<file path="src/rtl/pc_stack_if.sv">
// pc_stack_if
// Command/status bundle between the control unit and the PC/return-stack.
// Parameters:
//   W - address width in bits, D - return-stack depth in entries.
// Signals:
//   in      - target address for load/call, or load offset in the relative build
//   inc     - increment request
//   load    - jump request
//   call    - push out+1 and jump to in
//   ret     - pop the stack into out
//   stall   - freeze all state this cycle
//   err_clr - clear sticky error flags
//   out     - current PC
//   depth   - number of valid stack entries
//   full    - depth == D
//   empty   - depth == 0
//   err_ovf - sticky: call attempted while full
//   err_unf - sticky: ret attempted while empty
// Modports: master = control unit side, slave = pc_stack side.
interface pc_stack_if #(
    parameter int W = 16,
    parameter int D = 8
);
    localparam int DW = $clog2(D + 1);

    logic [W-1:0]  in;
    logic          inc;
    logic          load;
    logic          call;
    logic          ret;
    logic          stall;
    logic          err_clr;
    logic [W-1:0]  out;
    logic [DW-1:0] depth;
    logic          full;
    logic          empty;
    logic          err_ovf;
    logic          err_unf;

    modport master (
        output in, inc, load, call, ret, stall, err_clr,
        input  out, depth, full, empty, err_ovf, err_unf
    );

    modport slave (
        input  in, inc, load, call, ret, stall, err_clr,
        output out, depth, full, empty, err_ovf, err_unf
    );
endinterface

</file>
<file path="src/rtl/pc_stack.sv">
// pc_stack
// Program counter with a hardware call/return stack for the CPU fetch path.
// Each rising clock edge the PC holds, increments, loads, calls (pushes
// out+1 and jumps) or returns (pops). Priority: stall > ret > call > load > inc.
// Sticky overflow/underflow flags record rejected calls and returns.
// Ports:
//   clk     - clock, all state changes on the rising edge
//   reset_n - asynchronous active-low reset
//   bus     - pc_stack_if slave modport (commands in, PC/stack status out)
// Configuration macro:
//   PC_STACK_REL_EN - when defined, load adds in (two's-complement offset)
//                     to the PC; call stays absolute. Default: absolute load.
module pc_stack #(
    parameter int W = 16,
    parameter int D = 8
) (
    input  logic     clk,
    input  logic     reset_n,
    pc_stack_if.slave bus
);
    localparam int DW = $clog2(D + 1);
    // Stack index width; depth itself needs one extra code for "full".
    localparam int AW = (D > 1) ? $clog2(D) : 1;

    logic [W-1:0]  r_pc;
    logic [DW-1:0] r_depth;
    logic          r_errOvf;
    logic          r_errUnf;
    logic [W-1:0]  r_stack [D];

    logic          w_full;
    logic          w_empty;
    logic [AW-1:0] w_pushIdx;
    logic [AW-1:0] w_popIdx;
    logic [W-1:0]  w_pcPlusOne;
    logic [W-1:0]  w_loadTarget;
    logic          w_retOk;
    logic          w_retBad;
    logic          w_callOk;
    logic          w_callBad;
    logic          w_loadReq;
    logic          w_incReq;

    assign w_full      = (r_depth == DW'(D));
    assign w_empty     = (r_depth == '0);
    assign w_pushIdx   = AW'(r_depth);
    assign w_popIdx    = AW'(r_depth - DW'(1));
    assign w_pcPlusOne = r_pc + W'(1);

`ifdef PC_STACK_REL_EN
    assign w_loadTarget = r_pc + bus.in;
`else
    assign w_loadTarget = bus.in;
`endif

    // Decode the single winning command; stall masks everything.
    assign w_retOk   = ~bus.stall & bus.ret & ~w_empty;
    assign w_retBad  = ~bus.stall & bus.ret & w_empty;
    assign w_callOk  = ~bus.stall & ~bus.ret & bus.call & ~w_full;
    assign w_callBad = ~bus.stall & ~bus.ret & bus.call & w_full;
    assign w_loadReq = ~bus.stall & ~bus.ret & ~bus.call & bus.load;
    assign w_incReq  = ~bus.stall & ~bus.ret & ~bus.call & ~bus.load & bus.inc;

    // PC, depth and sticky error flags. Rejected calls/returns leave PC and
    // depth alone and only raise their flag; a flag being set in the same
    // cycle as err_clr stays set.
    always_ff @(posedge clk or negedge reset_n) begin
        if (!reset_n) begin
            r_pc     <= '0;
            r_depth  <= '0;
            r_errOvf <= 1'b0;
            r_errUnf <= 1'b0;
        end else if (!bus.stall) begin
            if (w_retOk) begin
                r_pc    <= r_stack[w_popIdx];
                r_depth <= r_depth - DW'(1);
            end else if (w_callOk) begin
                r_pc    <= bus.in;
                r_depth <= r_depth + DW'(1);
            end else if (w_loadReq) begin
                r_pc <= w_loadTarget;
            end else if (w_incReq) begin
                r_pc <= w_pcPlusOne;
            end
            r_errOvf <= w_callBad | (r_errOvf & ~bus.err_clr);
            r_errUnf <= w_retBad  | (r_errUnf & ~bus.err_clr);
        end
    end

    // Stack storage is not reset: entries above depth are never read.
    always_ff @(posedge clk) begin
        if (w_callOk) begin
            r_stack[w_pushIdx] <= w_pcPlusOne;
        end
    end

    assign bus.out     = r_pc;
    assign bus.depth   = r_depth;
    assign bus.full    = w_full;
    assign bus.empty   = w_empty;
    assign bus.err_ovf = r_errOvf;
    assign bus.err_unf = r_errUnf;
endmodule

</file>
<file path="src/flat_wrapper.sv">
// flat-port wrapper written by rule: the top's interface ports become plain ports
module pc_stack_flat 
#(
    parameter int W = 16,
    parameter int D = 8
)
  (clk, reset_n, bus_in, bus_inc, bus_load, bus_call, bus_ret, bus_stall, bus_err_clr, bus_out, bus_depth, bus_full, bus_empty, bus_err_ovf, bus_err_unf);
  pc_stack_if #(.W(W), .D(D)) bus_i ();
  input  logic clk;
  input  logic reset_n;
  input wire logic [$bits(bus_i.in)-1:0] bus_in;
  input wire logic [$bits(bus_i.inc)-1:0] bus_inc;
  input wire logic [$bits(bus_i.load)-1:0] bus_load;
  input wire logic [$bits(bus_i.call)-1:0] bus_call;
  input wire logic [$bits(bus_i.ret)-1:0] bus_ret;
  input wire logic [$bits(bus_i.stall)-1:0] bus_stall;
  input wire logic [$bits(bus_i.err_clr)-1:0] bus_err_clr;
  output wire logic [$bits(bus_i.out)-1:0] bus_out;
  output wire logic [$bits(bus_i.depth)-1:0] bus_depth;
  output wire logic [$bits(bus_i.full)-1:0] bus_full;
  output wire logic [$bits(bus_i.empty)-1:0] bus_empty;
  output wire logic [$bits(bus_i.err_ovf)-1:0] bus_err_ovf;
  output wire logic [$bits(bus_i.err_unf)-1:0] bus_err_unf;
  assign bus_i.in = bus_in;
  assign bus_i.inc = bus_inc;
  assign bus_i.load = bus_load;
  assign bus_i.call = bus_call;
  assign bus_i.ret = bus_ret;
  assign bus_i.stall = bus_stall;
  assign bus_i.err_clr = bus_err_clr;
  assign bus_out = bus_i.out;
  assign bus_depth = bus_i.depth;
  assign bus_full = bus_i.full;
  assign bus_empty = bus_i.empty;
  assign bus_err_ovf = bus_i.err_ovf;
  assign bus_err_unf = bus_i.err_unf;
  pc_stack #(.W(W), .D(D)) u_core (.clk(clk), .reset_n(reset_n), .bus(bus_i));
endmodule
</file>
<file path="config.mk">
export PLATFORM = sky130hd
export DESIGN_NAME = pc_stack_flat
export DESIGN_NICKNAME = d
export VERILOG_FILES = /design/src/rtl/pc_stack_if.sv /design/src/rtl/pc_stack.sv /design/src/flat_wrapper.sv
export SDC_FILE = /design/constraint.sdc
export NUM_CORES = 1
export LEC_CHECK = 0
export CAP_MARGIN = 20
export CORE_MARGIN = 5
export CORE_UTILIZATION = 55
export CTS_BUF_LIST = sky130_fd_sc_hd__clkbuf_4 sky130_fd_sc_hd__clkbuf_8 sky130_fd_sc_hd__clkbuf_16
export CTS_CLUSTER_SIZE = 40
export DETAILED_ROUTE_END_ITERATION = 8
export MAX_ROUTING_LAYER = met4
export PLACE_DENSITY = 0.76
export RECOVER_POWER = 100
export SYNTH_ARGS = -nofsm -noshare
export SYNTH_HDL_FRONTEND = slang
export SYNTH_SLANG_ARGS = --single-unit
</file>
<file path="constraint.sdc">
create_clock -name clk -period 4.25 [get_ports clk]
set_input_delay 0.85 -clock clk [delete_from_list [all_inputs] [get_ports clk]]
set_output_delay 0.85 -clock clk [all_outputs]
set_load 0.02 [all_outputs]
</file>
# Word level (Yosys, flattened, before mapping)
# Memories as Yosys holds them, arrays and structs flattened.
# Index checks and enable logic that the tools add are counted.
# classes
add_sub_neg	3
n_mul	0
div_mod_pow	0
order_cmp	0
n_eq_ne	1
shifts	0
mux	8
bitwise_logic	22
reduce_logical	5
# ops
cell	count
2-to-1 mux 16 bit	4
adder 16 x 1 -> 16 bit (second input constant)	1
AND 1 bit	13
2-to-1 mux 4 bit	2
inverter 1 bit	7
adder 4 x 1 -> 4 bit (second input constant)	1
== test 4 bit (second input constant)	1
logical NOT 4 bit	1
AND reduction 2 bit	2
nonzero test 4 bit	1
subtractor 4 x 1 -> 4 bit (second input constant)	1
2-to-1 mux 1 bit	2
bitwise OR 1 bit	2
nonzero test 2 bit	1
# totals
ff_bits	22
latch_bits	0
ramBits	128
mem_bits_ro	0
in_bits	24
wordCells	44
memories	1
# mem_list
name	depth	word_bits	read_ports	rd_ports_with_merged_regs	wr	line_no	text
u_core.r_stack	8	16	1	0	1	pc_stack.sv:29	logic [W-1:0] r_stack [D];

# Longest topological paths before layout
# Gate-level depths: netlist (run 1).
# depth
depth_word	9
ltp_mapped	11

# Worst setup path after synthesis (run 1)
# No wires, ideal clock.
# synth_path
path_kind	reg-to-reg
startpoint	register u_core.r_depth[0], in the netlist u_core.bus.depth[0]
endpoint	memory u_core.r_stack[0][0] (enable)
setup_ps	430
arrival_ps	3292
required_time_ps	3820
path_slack_ps	527
path_stages_with_launch	8
n_path_buf	2
cell_sequence	dfrtp_1 -> buf_2 -> buf_2 -> inv_1 -> ha_1 -> nand3b_1 -> nand3_1 -> nor4_1
# synth_between
elab_chain_len	5
# synth_rtl
element	line_no	text
from (decl)	pc_stack.sv:26	logic [DW-1:0] r_depth;
from (signal assigned)	pc_stack.sv:76	r_depth <= r_depth - DW'(1);
from (signal assigned)	pc_stack.sv:79	r_depth <= r_depth + DW'(1);
== test 4 bit	pc_stack.sv:44	assign w_full = (r_depth == DW'(D));
inverter 1 bit	pc_stack.sv:59	assign w_callOk = ~bus.stall & ~bus.ret & bus.call & ~w_full;
AND 1 bit	pc_stack.sv:59	
2-to-1 mux 1 bit	pc_stack.sv:92	if (w_callOk) begin
2-to-1 mux 1 bit (implied by the code)	pc_stack.sv:93	r_stack[w_pushIdx] <= w_pcPlusOne;
to (decl)	pc_stack.sv:29	
# Parallel ways exist; a longest one is shown, timed or not.

# Final worst setup path (run 1)
# layout_path
startpoint	input port bus_ret
endpoint	memory u_core.r_stack[6][4] (enable)
# layout_between
elab_chain_len	6
# layout_rtl
element	line_no	text
from (decl)	flat_wrapper.sv:15	input wire logic [$bits(bus_i.ret)-1:0] bus_ret;
inverter 1 bit	pc_stack.sv:59	
AND 1 bit (3 in a row)	pc_stack.sv:59	
2-to-1 mux 1 bit	pc_stack.sv:92	
2-to-1 mux 1 bit (implied by the code)	pc_stack.sv:93	
# Every way passes these cells.

==> results.sh, run 1 <==
export IMPL_grt_overflow_total=0
export IMPL_leakage_nw=2.605
export IMPL_setup_viol=0
export IMPL_synth_top_area_frac=0.5978
export IMPL_ys_types=50
export IMPL_cp_required_ns=4.29
export IMPL_cts_sinks=150
export IMPL_drtIter0Drc=498
export IMPL_grt_pass1_wl_mm=23.62
export IMPL_initial_utilization=0.5631
export IMPL_clockBufferDepth=2
export IMPL_status="complete, no violations"
export IMPL_final_period_utilization=0.8045
export IMPL_tritoncts="built"
export IMPL_layout_drive_gt1_share=0.1677
export IMPL_drv_cap=0
export IMPL_worst_pin_slew_ns=1.380
export IMPL_htree_levels=4
export IMPL_yosys_top_cells_area="edfxtp_1 (60%), mux4_2 (11%), dfrtp_1 (8.6%)"
export IMPL_hold_viol_final=0
export IMPL_syn_area_mm2=0.006430
export IMPL_ys_async_sr_fraction=0.1467
export IMPL_ys_flop_type="edfxtp_1"
export IMPL_slew_viol_final=0
export IMPL_reg2reg_depth=6
export IMPL_drt_pass1_iterations=8
export IMPL_dieArea_mm2=0.01395
export IMPL_power_density_mw_per_mm2=738.2
export IMPL_critPathKind="in -> reg"
export IMPL_whs_endpoint="u_core.bus.err_unf$_DFFE_PN0N_"
export IMPL_ctsResizeCount=0
export IMPL_area_delta_synth_final_pct=19.95
export IMPL_clock_latency_ns=0.41
export IMPL_vias_per_cell=6.567
export IMPL_synth_edf_count=128
export IMPL_crit_fanout=12
export IMPL_rsz0062_at_grt="false"
export IMPL_first_global_vias=4130
export IMPL_grt_start_max_net_pins=30
export IMPL_finClkSkew_ns=0.005865
export IMPL_crit_buf_inv=2
export IMPL_cpPeakStageDelay_ns=0.75
export IMPL_synth_area_leader_cell="edfxtp_1"
export IMPL_port_buffer_count=47
export IMPL_critPathCaptureType="flip-flop"
export IMPL_yosys_warnings=0
export IMPL_avgSynthCellArea_um2=16.40
export IMPL_drc=0
export IMPL_row_count=39
export IMPL_utilization=0.6754
export IMPL_boundaryPins=48
export IMPL_fin_cells=608
export IMPL_gp_congestion=0.9110
export IMPL_synthCells=392
export IMPL_clkTransAtPathRegs_ns=0.06
export IMPL_syn_nets=419
export IMPL_postRouteAntennaNets=0
export IMPL_maxSlewHeadroom=0.08025
export IMPL_peakVddDrop_uv=428.0
export IMPL_wl_per_cell_um=24.55
export IMPL_path_cells="clkdlybuf4s50_1, nor2_1, nand3_1, nor3_1, clkbuf_1"
export IMPL_crit_arrival_ns=3.46
export IMPL_num_nets_final=479
export IMPL_min_path_type="reg -> reg"
export IMPL_yosysSeqAreaShare=0.6834
export IMPL_hold_depth=1
export IMPL_max_freq_ghz=0.2925
export IMPL_dp_cells=575
export IMPL_min_from="u_core.bus.err_unf$_DFFE_PN0N_"
export IMPL_reg2reg_to="u_core.r_stack[6][4]$_DFFE_PP_"
export IMPL_cts_root_buf="clkbuf_16"
export IMPL_cp_start_kind="input pin"
export IMPL_grt_usage=0.2295
export IMPL_die_h_um=118.1
export IMPL_wl_mm=14.93
export IMPL_coreArea_mm2=0.01142
export IMPL_diodes=0
export IMPL_ys_seq_elements=150
export IMPL_num_vias=3993
export IMPL_reg2reg_slack_ns=0.85
export IMPL_hpwlAfterDp_mm=9.153
export IMPL_postCtsHoldBufs=0
export IMPL_path_depth=5
export IMPL_setup_tns_ns=0
export IMPL_cts_made_buffers=17
export IMPL_critPathTopFamily="buffers and inverters"
export IMPL_nFillCells=787
export IMPL_period_minus_slack_ns=3.419
export IMPL_die_w_um=118.1
export IMPL_r2r_start="u_core.bus.depth[0]$_DFFE_PN0P_"
export IMPL_worst_path_max_delay_cell="clkbuf_1"
export IMPL_post_cts_setup_buffers=0
export IMPL_antenna_found_initial=0
-- state kept, by name, summed over array words and instances (netlist names) --
register            flops
u_core.bus.depth        4
u_core.bus.err_unf      1
u_core.bus.err_ovf      1
u_core.r_stack        128
u_core.bus.out         16
-- through the flow --
stage | instance area [um^2] | hold WS, ns | setup slack, ns | power [mW]
2_1_floorplan | 6430 | 0.5544 | 0.5274 | 3.495
3_3_place_gp | 7121 | 0.4982 | 1.116 | 4.067
3_5_place_dp | 7121 | 0.4978 | 1.059 | 4.137
4_1_cts | 7761 | 0.5137 | 1.083 | 5.752
5_1_grt | 7712 | 0.5245 | 0.5501 | 5.954
6_report | 7712 | 0.5062 | 0.8309 | 5.693
-- worst register-to-register path: cells and delay by family (launching register included) --
family	cells	cell delay, ns
flip-flops	1	0.81
buffers and inverters	2	0.85
adder cells (fa/ha/maj)	1	0.27
AND/OR/NAND/NOR	3	1.10
-- area by class of cell --
class | count | area [um^2] | area share
clock buffer | 18 | 432.9 | 0.05613
clock inverter | 14 | 207.7 | 0.02693
inverter | 8 | 30.03 | 0.003894
multi-input combinational | 211 | 1911 | 0.2477
sequential | 150 | 4394 | 0.5698
tap | 143 | 178.9 | 0.02320
timing repair buffer | 64 | 558.0 | 0.07236
-- worst max-delay path by stage --
stage                                    start                        endpoint  slack [ns]
2_1_floorplan  u_core.bus.depth[0]$_DFFE_PN0P_  u_core.r_stack[0][0]$_DFFE_PP_        0.53
3_3_place_gp                          bus_call   u_core.bus.out[2]$_DFFE_PN0P_        1.12
3_5_place_dp                          bus_call   u_core.bus.out[2]$_DFFE_PN0P_        1.06
4_1_cts        u_core.bus.depth[0]$_DFFE_PN0P_                       bus_empty        1.08
5_1_grt        u_core.bus.depth[0]$_DFFE_PN0P_  u_core.r_stack[6][4]$_DFFE_PP_        0.55
6_report                               bus_ret  u_core.r_stack[6][4]$_DFFE_PP_        0.83
-- cell families (layout without fill, tap and decap cells) --
| logic type | count (synthesis) | in the layout | share of synthesized area |
|---|---|---|---|
| AO/OA/AOI/OAI | 75 | 75 | 0.08796 |
| XOR/XNOR | 16 | 16 | 0.02179 |
| adder cells (fa/ha/maj) | 3 | 3 | 0.005838 |
| buffers and inverters | 31 | 104 | 0.02296 |
| flip-flops | 150 | 150 | 0.6834 |
| multiplexers | 34 | 34 | 0.1162 |
| AND/OR/NAND/NOR | 83 | 83 | 0.06188 |
-- synth_stat cells, drive strengths merged (6+ instances only) --
cell type,n
a22o,6
edfxtp,128
nand2,19
a31oi,11
nand3,7
nor3,8
mux4,32
xor2,6
nor2,30
inv,8
buf,14
o21ai,11
dfrtp,22
xnor2,10
clkbuf,9
a22oi,7
-- placed cells by master, fill, tap and decap left out, types with 5 or more instances in the layout --
master	synthesis	layout
inv_1	8	8
a22o_1	6	6
xor2_1	6	6
xnor2_1	10	10
a31oi_1	11	11
o21ai_0	11	10
mux4_2	32	32
nor3_1	8	7
clkdlybuf4s50_1	0	22
dlygate4sd3_1	0	25
dfrtp_1	22	22
a22oi_1	7	7
clkbuf_1	9	11
edfxtp_1	128	128
nor2_1	30	30
a21oi_1	5	5
o31a_1	5	5
bufinv_16	0	5
nand3_1	7	7
nand2_1	19	19
clkbuf_16	0	17
-- per-layer routing --
layer,part of all wire,wire (um),GRT usage
met5,0,0,-
met4,0.019,288,0.09319
met1,0.39,5772,0.2927
met2,0.50,7536,0.3527
met3,0.089,1330,0.06055
-- where the power goes --
part | switching [mW] | internal (mW) | total, mW
clock | 0.575 | 1.04 | 1.62
combinational | 1.03 | 0.806 | 1.83
sequential | 0.241 | 2.00 | 2.24
(Power assumes the default switching activity.)
==> inputs of run 2 (changes only) <==
CORE_UTILIZATION = 53   (was 55)
clock period = 3.05 ns   (was 4.25 ns; I/O delays follow)
==> run 2 against run 1 <==
Net effect: via count down 0.30%; critical path depth up 1; worst hold slack worse by 0.0056 ns; clock skew up 0.0014 ns; combinational power grew 45%; final area up 0.67%; routed wire length up 2.3%; register-to-register slack worse by 0.24 ns; largest cell class unchanged; critical path type unchanged; largest power group unchanged; global-route usage is 0.15 points higher; sequential share of layout area down 0.36 points; first-iteration DRC count fell by 11%.
==> results.sh, run 2 (synthesis results as in run 1) <==
export IMPL_status="complete, no violations"
export IMPL_utilization=0.6491
export IMPL_final_cell_mix="edfxtp_1 (128), mux4_2 (32), nor2_1 (30), dlygate4sd3_1 (25), clkdlybuf4s50_1 (22)"
export IMPL_clock_latency_ns=0.42
export IMPL_dp_slack_ns=0.2440
export IMPL_cp_start_kind="input pin"
export IMPL_clockBufferDepth=2
export IMPL_fin_cells=622
export IMPL_ctsResizeCount=0
export IMPL_postRouteAntennaNets=0
export IMPL_num_vias=3981
export IMPL_boundaryPins=48
export IMPL_placement_cell_area_mm2=0.007305
export IMPL_wl_mm=15.27
export IMPL_dp_cells=590
export IMPL_layout_drive_gt1_share=0.1916
export IMPL_crit_buf_inv=2
export IMPL_critPathCaptureType="flip-flop"
export IMPL_grt_usage=0.2310
export IMPL_setup_viol=0
export IMPL_layout_setup_ws_ns=0.2378
export IMPL_drt_pass1_iterations=5
export IMPL_maxSlewHeadroom=0.06751
export IMPL_clkTransAtPathRegs_ns=0.06
export IMPL_drtIter0Drc=445
export IMPL_top_register="u_core.r_stack"
export IMPL_cpPeakStageDelay_ns=0.68
export IMPL_p_sw_frac=0.3307
export IMPL_htree_levels=4
export IMPL_die_w_um=120.1
export IMPL_tritoncts="built"
export IMPL_hold_depth=1
export IMPL_pwr_share_clk=0.272
export IMPL_cts_sinks=150
export IMPL_vias_per_cell=6.400
export IMPL_largest_reg_flops=128
export IMPL_critPathTopFamily="buffers and inverters"
export IMPL_reg2reg_to="u_core.r_stack[1][10]$_DFFE_PP_"
export IMPL_power_total_mw=7.859
export IMPL_design_area_mm2=0.007764
export IMPL_switching_power_mw=2.599
export IMPL_min_from="u_core.bus.err_ovf$_DFFE_PN0N_"
export IMPL_grt_pass1_wl_mm=23.70
export IMPL_area_delta_synth_final_pct=20.74
export IMPL_dieArea_mm2=0.01443
export IMPL_drv_cap=0
export IMPL_finClkSkew_ns=0.007284
export IMPL_crit_arrival_ns=2.87
export IMPL_gp_congestion=0.9106
export IMPL_diodes=0
export IMPL_combPwrFrac=0.338
export IMPL_initial_utilization=0.5376
export IMPL_max_freq_ghz=0.3556
export IMPL_coreArea_mm2=0.01196
export IMPL_worst_path_max_delay_cell="dlygate4sd3_1"
export IMPL_cp_required_ns=3.11
export IMPL_grt_overflow_total=0
export IMPL_hpwlAfterDp_mm=9.503
export IMPL_intPower_mw=5.260
export IMPL_antenna_found_initial=0
export IMPL_first_global_vias=4149
export IMPL_worst_pin_slew_ns=1.399
export IMPL_grt_start_max_net_pins=42
export IMPL_path_cells="dlygate4sd3_1, nor2_1, and3_1, nand2_1, nor3_1, clkbuf_2"
export IMPL_rsz0062_at_grt="false"
export IMPL_critPathKind="in -> reg"
export IMPL_final_period_utilization=0.9220
export IMPL_postCtsHoldBufs=0
export IMPL_cts_root_buf="clkbuf_16"
export IMPL_power_density_mw_per_mm2=1012
export IMPL_slew_viol_final=0
export IMPL_leakage_nw=2.657
export IMPL_min_path_type="reg -> reg"
export IMPL_row_count=40
export IMPL_peakVddDrop_uv=491.3
export IMPL_whs_endpoint="u_core.bus.err_ovf$_DFFE_PN0N_"
export IMPL_reg2reg_depth=4
export IMPL_seq_power_share=0.390
export IMPL_port_buffer_count=47
export IMPL_num_nets_final=489
export IMPL_die_h_um=120.1
export IMPL_period_minus_slack_ns=2.812
export IMPL_r2r_start="u_core.bus.depth[0]$_DFFE_PN0P_"
export IMPL_post_cts_setup_buffers=0
export IMPL_wl_per_cell_um=24.55
export IMPL_drc=0
export IMPL_layout_commonest_cell="edfxtp_1"
export IMPL_crit_fanout=12
export IMPL_reg2reg_slack_ns=0.61
export IMPL_path_depth=6
export IMPL_cts_made_buffers=17
export IMPL_hold_viol_final=0
## run 2: cell types whose count changed in the layout (fill, tap and decap cells not counted), sizes merged
cell and delta:
buf +8, bufinv -2, clkbuf +2, clkinvlp -1, inv +3
## run 2: layer usage
| metal | vias up | global-route usage | wire, um |
|---|---|---|---|
| met5 | - | - | 0 |
| met4 | 0 | 0.09019 | 313 |
| met3 | 26 | 0.05419 | 1115 |
| met2 | 190 | 0.3597 | 7653 |
| met1 | 2039 | 0.2975 | 6189 |
| li1 | 1726 | - | - |
## run 2: worst reg2reg max path: cells and delay by family (launching register included)
| kind | cells | cell delay, ns |
|---|---|---|
| buf+inv | 2 | 1.09 |
| flops | 1 | 0.36 |
| simple gates | 2 | 0.62 |
## run 2: power groups by stage
stage	logic, mW	clock network, mW	registers [mW]
global placement	2.66	0	3.09
detailed placement	2.74	0	3.11
global route	2.85	2.27	3.10
CTS	2.77	2.17	3.07
finish	2.65	2.14	3.07
floorplan	1.70	0	3.18
## run 2: per-stage QoR
step | hold slack (ns) | TNS, ns
floorplan | 0.3144 | -14.14
global placement | 0.4847 | 0
detailed placement | 0.4903 | 0
CTS | 0.5106 | 0
global route | 0.5415 | 0
finish | 0.5006 | 0
## run 2: worst max path at each step
stage,startpoint,to,slack [ns]
after floorplan,u_core.bus.depth[0]$_DFFE_PN0P_,u_core.r_stack[4][0]$_DFFE_PP_,-0.29
after global placement,bus_ret,u_core.bus.out[2]$_DFFE_PN0P_,0.27
after detailed placement,bus_ret,u_core.bus.out[2]$_DFFE_PN0P_,0.24
after CTS,u_core.bus.depth[0]$_DFFE_PN0P_,bus_empty,0.33
after global routing,bus_ret,u_core.r_stack[1][8]$_DFFE_PP_,0.12
final,bus_ret,u_core.r_stack[1][10]$_DFFE_PP_,0.24
## run 2: cell type report
cell class                      instances  area [um^2]
Clock buffer                           18        439.2
Tap cell                              147        183.9
Timing Repair Buffer                   74        641.9
Clock inverter                         14        173.9
Inverter                                8        30.03
Multi-Input combinational cell        211         1899
Sequential cell                       150         4395
Fill cell                             802         4198
